[config.mk]
export PLATFORM = sky130hd
export DESIGN_NAME = house_sort_fsm
export DESIGN_NICKNAME = d
export VERILOG_FILES = /design/src/rtl/house_sort_fsm.sv
export SDC_FILE = /design/constraint.sdc
export NUM_CORES = 1
export LEC_CHECK = 0
export ABC_AREA = 1
export BUFFER_PORTS_ARGS = -buffer_cell sky130_fd_sc_hd__buf_2
export CAP_MARGIN = 25
export CORE_ASPECT_RATIO = 1.75
export CORE_MARGIN = 8
export CORE_UTILIZATION = 25
export DETAILED_ROUTE_END_ITERATION = 8
export PLACE_DENSITY = 0.36
export SLEW_MARGIN = 40
export SYNTH_ARGS = -nofsm -noshare
export SYNTH_HDL_FRONTEND = slang
export SYNTH_SLANG_ARGS = --single-unit
[constraint.sdc]
create_clock -name clk -period 3.01 [get_ports clk]
set_clock_uncertainty 0.15 [all_clocks]
set_input_delay 0.301 -clock clk [delete_from_list [all_inputs] [get_ports clk]]
set_output_delay 0.301 -clock clk [all_outputs]
set_load 0.01 [all_outputs]
[src/rtl/house_sort_fsm.sv]
// house_sort_fsm: debounced push-button starts a spin through the four houses, landing on a pseudo-random one.
// Optional `SPIN_SLOWDOWN_EN doubles the step period while four or fewer steps remain.
module house_sort_fsm #(
  parameter int DEBOUNCE_CYCLES = 250000,
  parameter int SPIN_TICKS      = 2500000,
  parameter int SPIN_STEPS      = 20
) (
  input  logic       clk,
  input  logic       i_rst,
  input  logic       btn_sort,
  input  logic       btn_clear,
  output logic       slytherin,
  output logic       gryffindor,
  output logic       hufflepuff,
  output logic       ravenclaw,
  output logic [1:0] house_id,
  output logic       sort_busy,
  output logic       sort_done
);
  localparam int DW = DEBOUNCE_CYCLES > 1 ? $clog2(DEBOUNCE_CYCLES) : 1;
  localparam int RW = $clog2(SPIN_STEPS + 4);
`ifdef SPIN_SLOWDOWN_EN
  localparam int TW = $clog2(2 * SPIN_TICKS);
`else
  localparam int TW = SPIN_TICKS > 1 ? $clog2(SPIN_TICKS) : 1;
`endif
  typedef enum logic [1:0] {IDLE, SPIN, DONE} state_t;
  state_t state_q, state_d;
  logic s1_q, s1_d, s2_q, s2_d, db_q, db_d, dbd_q, dbd_d, press;
  logic busy_q, busy_d, done_q, done_d;
  logic [DW-1:0] dcnt_q, dcnt_d;
  logic [7:0] lfsr_q, lfsr_d;
  logic [1:0] hid_q, hid_d;
  logic [RW-1:0] rem_q, rem_d;
  logic [TW-1:0] tick_q, tick_d, tick_max;
  logic [3:0] hot_q, hot_d;
`ifdef SPIN_SLOWDOWN_EN
  assign tick_max = (rem_q <= RW'(4)) ? TW'(2 * SPIN_TICKS - 1) : TW'(SPIN_TICKS - 1);
`else
  assign tick_max = TW'(SPIN_TICKS - 1);
`endif
  always_comb begin
    s1_d = btn_sort;
    s2_d = s1_q;
    dbd_d = db_q;
    db_d = db_q;
    dcnt_d = '0;
    lfsr_d = {lfsr_q[6:0], lfsr_q[7] ^ lfsr_q[5] ^ lfsr_q[4] ^ lfsr_q[3]};
    if (s2_q != db_q) begin
      if (dcnt_q == DW'(DEBOUNCE_CYCLES - 1)) db_d = s2_q;
      else dcnt_d = dcnt_q + DW'(1);
    end
    press = db_q & ~dbd_q;
    state_d = state_q;
    hid_d = hid_q;
    rem_d = rem_q;
    tick_d = tick_q;
    if (btn_clear) begin
      state_d = IDLE;
      hid_d = '0;
      rem_d = '0;
      tick_d = '0;
    end else if (state_q != SPIN) begin
      if (press) begin
        state_d = SPIN;
        hid_d = '0;
        rem_d = RW'(SPIN_STEPS) + RW'(lfsr_q[1:0]);
        tick_d = '0;
      end
    end else if (tick_q == tick_max) begin
      hid_d = hid_q + 2'd1;
      rem_d = rem_q - RW'(1);
      tick_d = '0;
      state_d = (rem_q == RW'(1)) ? DONE : SPIN;
    end else begin
      tick_d = tick_q + TW'(1);
    end
    hot_d = (state_d == IDLE) ? 4'b0000 : 4'b0001 << hid_d;
    busy_d = state_d == SPIN;
    done_d = state_d == DONE;
  end
  always_ff @(posedge clk or negedge i_rst) begin
    if (!i_rst) begin
      state_q <= IDLE;
      s1_q <= 1'b0;
      s2_q <= 1'b0;
      db_q <= 1'b0;
      dbd_q <= 1'b0;
      dcnt_q <= '0;
      lfsr_q <= 8'h01;
      hid_q <= '0;
      rem_q <= '0;
      tick_q <= '0;
      hot_q <= '0;
      busy_q <= 1'b0;
      done_q <= 1'b0;
    end else begin
      state_q <= state_d;
      s1_q <= s1_d;
      s2_q <= s2_d;
      db_q <= db_d;
      dbd_q <= dbd_d;
      dcnt_q <= dcnt_d;
      lfsr_q <= lfsr_d;
      hid_q <= hid_d;
      rem_q <= rem_d;
      tick_q <= tick_d;
      hot_q <= hot_d;
      busy_q <= busy_d;
      done_q <= done_d;
    end
  end
  assign slytherin = hot_q[0];
  assign gryffindor = hot_q[1];
  assign hufflepuff = hot_q[2];
  assign ravenclaw = hot_q[3];
  assign house_id = hid_q;
  assign sort_busy = busy_q;
  assign sort_done = done_q;
endmodule
==> metrics.txt, run 1 <==
Post-Synth Adder-Cell Area=1.464%; Post-DRT Antenna Nets=0; Cell variety after synth=39; antenna cells=0; Yosys top cell by area=dfrtp_1; Worst setup SP type=register; largest family of logic cells by synthesized area=simple AND/OR/NAND/NOR gates; Crit. End Element=register; # setup viols final=0; worst slew pin tran=0.6217 ns; share of cells above drive strength 1=15.69%; max_cap viols=0; register bit total from synthesis=67; Area contributors post-synth=dfrtp_1, nor2_1, nand2_1; TritonCTS clock tree=yes; IO Pins=12; simple-gate portion of the synthesized area=30.00%; pins over their slew limit=0; drt wl/cell=14.36 um; postcts setup bufs=0; Initial Util=25.55%; setup_tns=0 ns; period utilization=66.10%; P_leak=1.795 nW; most common cell after layout, fill and taps aside=dfrtp_1; GP Congestion=0.7845; Vias per Instance=4.389; kind of critical path=reg -> reg; Max Freq=502.6 MHz; Mapped Cells=400; DR DRC count=0; Die X=104.4 um; CP required=3.11 ns; RSZ-0062 raised after global routing=false; Clock Path Buffers=2; Routed WL=8631 um; Die Area=0.01782 sq mm; Root Buffer=clkbuf_16; CP arrival=2.09 ns; clk_lat worst skew=0.33 ns; growth of design area from synthesis to finish=18.00%; area of the core=0.01338 sq mm; Yosys top cell area share=48.30%; Filler Cells Inserted=1,423; Tot GR Track Use=10.46%; relative slew slack=58.55%; first-pass GRT wire length=14,530 um; commonest non-fill, non-tap cells in the layout=dfrtp_1, nor2_1, nand2_1; initial antenna violation count=0; H-tree depth=3; clk sinks=67; number of global-route vias before repair=2,844; first drt pass iteration count=5; worst-path maximum fanout=18; sequential share of the synthesized area=49.07%; largest net degree at the start of global routing=45; Avg Cell Area, Syn=8.549 sq um; mux cell area share after synthesis=0.3293%; status=finished, final reports clean; final hold viol count=0; row count=56; PwrDens=528.5 mW/mm^2; post-synthesis xor/xnor area fraction=4.866%; fin util=30.15%; Hold WC Path Type=in -> reg; IO buf count=11; Synth Area in Compound Gates=7.318%; vias=2,638; number of nets in the layout=430; clock slew at reported path FFs=0.06 ns; maximum vdd ir drop=0.2953 mV; Tmin final=1.990 ns; global route total overflow=0; Synth warnings=0; mapped cell area=0.003420 sq mm; Die Ht=170.7 um; HPWL Detailed=6527 um; Post-Syn Nets=408; TritonCTS Buffers=9; 1st-iter DRT viols=102
==> Yosys cell counts (all sizes together) <==
cell type / number
dfrtp: 66
a31oi: 2
buf: 3
and3: 2
o211ai: 1
nand2: 66
dfstp: 1
xnor2: 4
nand3b: 3
nand3: 28
nor3b: 3
clkinv: 1
o21ai: 18
nor4: 1
nor2: 76
ha: 4
nand4: 9
nor3: 16
o21a: 2
a21oi: 18
xor2: 15
a22o: 1
inv: 56
mux2: 1
o22ai: 3
==> final timing paths <==
path | startpoint | end | slack [ns] | cells after the start
max | tick_q[0]$_DFFE_PN0P_ | rem_q[2]$_DFFE_PN0P_ | 1.02 | 9
max reg2reg | tick_q[0]$_DFFE_PN0P_ | rem_q[2]$_DFFE_PN0P_ | 1.02 | 9
min in group asynchronous | i_rst | dcnt_q[8]$_DFF_PN0_ | 0.37 | 2
max in group asynchronous | i_rst | lfsr_q[0]$_DFF_PN1_ | 1.61 | 3
min | btn_clear | house_id[1]$_DFF_PN0_ | 0.07 | 2
min reg2reg | lfsr_q[2]$_DFF_PN0_ | lfsr_q[3]$_DFF_PN0_ | 0.20 | 0
==> cells by family (layout without fill, tap and decap cells) <==
kind of cell    count (synthesis)  in the layout
xor+xnor                       19             19
compound gates                 45             45
fa+ha+maj                       4              4
mux                             1              1
simple gates                  204            204
flops                          67             67
buf+inv                        60             87
==> area by class of cell <==
class	instances	area, sq um	share of cell area [%]
Clock inverter	7	98.84	2.450
Clock buffer	9	225.2	5.581
Multi-Input combinational cell	273	1504	37.27
Timing Repair Buffer	14	95.09	2.357
Tap cell	174	217.7	5.395
Sequential cell	67	1678	41.58
Inverter	57	216.5	5.364
==> metrics by stage <==
| stage | hold WS, ns | cell area [sq um] | std cells | total power [mW] | setup slack, ns |
|---|---|---|---|---|---|
| floorplan | -0.1446 | 3420 | 400 | 0.9579 | 1.339 |
| global placement | 0.1917 | 3691 | 583 | 0.9933 | 0.9791 |
| detailed placement | 0.1864 | 3691 | 583 | 0.9935 | 0.9719 |
| CTS | 0.05147 | 4035 | 601 | 2.174 | 0.9558 |
| global route | 0.05867 | 4035 | 601 | 2.211 | 0.7709 |
| finish | 0.06784 | 4035 | 601 | 2.133 | 1.020 |
==> layer usage <==
layer | part of all wire (%) | GRT usage (%)
met1 | 39 | 10.24
met2 | 57 | 20.58
met3 | 2.1 | 2.109
met4 | 1.9 | 4.433
met5 | 0 | 0
==> flip-flops by register name, summed over array words and instances (netlist names) <==
| signal | flops |
|---|---|
| db_q | 1 |
| dbd_q | 1 |
| dcnt_q | 18 |
| hot_q | 4 |
| house_id | 2 |
| lfsr_q | 8 |
| rem_q | 5 |
| s1_q | 1 |
| s2_q | 1 |
| sort_busy | 1 |
| sort_done | 1 |
| state_q | 2 |
| tick_q | 22 |
==> worst max-delay path: stages (launching register included) <==
cell and delay (ns):
dfrtp_1 0.41, ha_1 0.28, nand3_4 0.14, nor2_4 0.15
nand3_4 0.12, nand2_4 0.12, nand2_4 0.10, inv_4 0.23
nand3_1 0.12, o21ai_0 0.09
==> power by group <==
group	switching, mW	total [mW]	internal [mW]
clock	0.426	1.16	0.731
combinational	0.0497	0.0647	0.0151
sequential	0.00339	0.911	0.908
==> repair_timing <==
action                                 CTS  global route
gates resized for setup                  0             0
hold buffers                             2             0
endpoints found under the hold margin   24             0
Power figures use the tool's default switching activity.
==> inputs of run 2 (changes only) <==
- clock period: 3.01 -> 1.95 ns (I/O delays scaled with it)
==> run 2 against run 1 <==
  * Sequential share of layout area down 1.9 points
  * Core utilization up 1.5 points
  * Total power up 61%
  * Die area unchanged
  * Largest power group unchanged
  * First-iteration DRC count down 33%
  * Maximum frequency up 12%
  * Sequential power up 55%
  * Non-clock buffer count up 17
  * Register-to-register slack worse by 0.85 ns
==> metrics.txt, run 2 (synthesized netlist as in run 1, its figures left out) <==
GP Congestion=0.7477 (was 0.7845); H-tree depth=3 (unchanged); final hold viol count=0 (unchanged); fin util=31.66% (was 30.15%); vias=2,674 (was 2,638); clk sinks=67 (unchanged); RSZ-0062 raised after global routing=false (unchanged); Worst setup SP type=register (unchanged); Crit. End Element=register (unchanged); WHS=0.06392 ns (was 0.06784 ns); row count=56 (unchanged); Initial Util=25.55% (unchanged); TritonCTS clock tree=yes (unchanged); Vias per Instance=4.327 (was 4.389); max_cap viols=0 (unchanged); first-pass GRT wire length=14,350 um (was 14,530 um); IO Pins=12 (unchanged); DR DRC count=0 (unchanged); status=finished, final reports clean (unchanged); relative slew slack=74.33% (was 58.55%); Max Freq=563.0 MHz (was 502.6 MHz); setup_tns=0 ns (unchanged); 1st-iter DRT viols=68 (was 102); PwrDens=810.4 mW/mm^2 (was 528.5 mW/mm^2); HPWL Detailed=6433 um (was 6527 um); cell family with most CP delay=simple AND/OR/NAND/NOR gates (unchanged); Final Non-Filler Cells=618 (was 601); clock slew at reported path FFs=0.06 ns (about the same); Critical Path Slowest Stage Cell=dfrtp_1 (unchanged); share of cells above drive strength 1=20.72% (was 15.69%); CP required=2.06 ns (was 3.11 ns); FF/Latch Area=0.001680 sq mm (was 0.001678 sq mm); cell-by-cell trace of the critical path=ha_4 > nand3_4 > nor2_4 > nand3_4 > nand2_4 > nand2_4 > inv_4 > o211ai_1 > o21ai_1 (was ha_1 > nand3_4 > nor2_4 > nand3_4 > nand2_4 > nand2_4 > inv_4 > nand3_1 > o21ai_0); initial antenna violation count=0 (unchanged); largest register by flop count=tick_q (unchanged); CP arrival=1.88 ns (was 2.09 ns); Clock Path Buffers=2 (unchanged); Tot GR Track Use=10.30% (was 10.46%); max reg flops=22 (unchanged); IO buf count=11 (unchanged); Crit path largest cell delay=0.40 ns (was 0.41 ns); worst-path maximum fanout=18 (unchanged); Buf/Inv on CP=1 (unchanged); area of the core=0.01338 sq mm (unchanged); total power=3.434 mW (was 2.133 mW); maximum vdd ir drop=0.4249 mV (was 0.2953 mV); antenna cells=0 (unchanged); most common cell after layout, fill and taps aside=dfrtp_1 (unchanged); Filler Cells Inserted=1,401 (was 1,423); Die Ht=170.7 um (unchanged); first drt pass iteration count=6 (was 5); kind of critical path=reg -> reg (unchanged); largest net degree at the start of global routing=45 (unchanged); clk_lat worst skew=0.33 ns (about the same); Multi-input gate area=0.001535 sq mm (was 0.001504 sq mm); Top Registers=tick_q: 22 flops, dcnt_q: 18 flops, lfsr_q: 8 flops (unchanged); global route total overflow=0 (unchanged); period utilization=91.09% (was 66.10%); number of global-route vias before repair=2,846 (was 2,844); number of nets in the layout=447 (was 430); worst slew pin tran=0.3841 ns (was 0.6217 ns); commonest non-fill, non-tap cells in the layout=dfrtp_1, nor2_1, nand2_1 (unchanged); pins over their slew limit=0 (unchanged); growth of design area from synthesis to finish=23.89% (was 18.00%); Die X=104.4 um (unchanged); Post-DRT Antenna Nets=0 (unchanged); Routed WL=8514 um (was 8631 um); drt wl/cell=13.78 um (was 14.36 um); # setup viols final=0 (unchanged); Root Buffer=clkbuf_16 (unchanged); P_leak=1.891 nW (was 1.795 nW); Tmin final=1.776 ns (was 1.990 ns); Hold WC Path Type=in -> async (was in -> reg); Die Area=0.01782 sq mm (unchanged); TritonCTS Buffers=9 (unchanged); Placed Cells=598 (was 583)
==> run 2: cell types whose count changed in the layout (fill, tap and decap cells not counted), moves of 2 or more <==
cell     delta
dfrtp_1     -2
nor2_2      +2
dfrtp_2     +2
nor2_1      -3
buf_4      +15
==> run 2: where the power goes <==
| group | internal, mW | switching [mW] | leakage, nW |
|---|---|---|---|
| registers | 1.40 | 0.00472 | 0.919 |
| clock network | 1.26 | 0.655 | 0.167 |
| logic | 0.0339 | 0.0783 | 0.805 |
==> run 2: layout make-up <==
type                    instances  area share, %
clock buffers                   9          5.316
clock inverters                 7          2.924
inverters                      57          5.109
multi-input cells             273          36.24
flip-flops and latches         67          39.66
well taps                     174          5.139
repair buffers                 31          5.611
==> run 2: through the flow <==
stage               instance area [sq um]  worst slack (ns)
floorplan                            3420            0.2794
global placement                     3816           0.05604
detailed placement                   3816           0.05569
CTS                                  4195           0.02447
global route                         4237          0.003874
finish                               4237            0.1737
==> run 2: routing by layer <==
layer | vias up | wire [um] | global-route usage, %
li1 | 1361 | - | -
met1 | 1282 | 3382 | 10.24
met5 | - | 0 | 0
met4 | 0 | 199 | 5.130
met3 | 12 | 141 | 1.921
met2 | 19 | 4791 | 19.86
==> run 2: worst reg2reg max path, stage by stage (launching register included) <==
cell and delay [ns]:
dfrtp_1 0.40, ha_4 0.18, nand3_4 0.13, nor2_4 0.16, nand3_4 0.12, nand2_4 0.11, nand2_4 0.06, inv_4 0.20
o211ai_1 0.13, o21ai_1 0.08
==> run 2: worst paths after layout <==
| kind | startpoint | slack [ns] | end | cells past startpoint |
|---|---|---|---|---|
| max | tick_q[1]$_DFFE_PN0P_ | 0.17 | rem_q[4]$_DFFE_PN0P_ | 9 |
| min | i_rst | 0.06 | dcnt_q[9]$_DFF_PN0_ | 2 |
| max reg2reg | tick_q[1]$_DFFE_PN0P_ | 0.17 | rem_q[4]$_DFFE_PN0P_ | 9 |
| min reg2reg | lfsr_q[2]$_DFF_PN0_ | 0.20 | lfsr_q[3]$_DFF_PN0_ | 0 |
| max in group asynchronous | i_rst | 1.06 | lfsr_q[0]$_DFF_PN1_ | 3 |
| min in group clk | lfsr_q[2]$_DFF_PN0_ | 0.20 | lfsr_q[3]$_DFF_PN0_ | 0 |
==> run 2: timing repair <==
item | in CTS | in global routing
hold buffers | 3 | 0
setup buffers | 0 | 1
resized for setup | 0 | 11
endpoints found under the setup margin | 0 | 14
endpoints found under the hold margin | 68 | 0
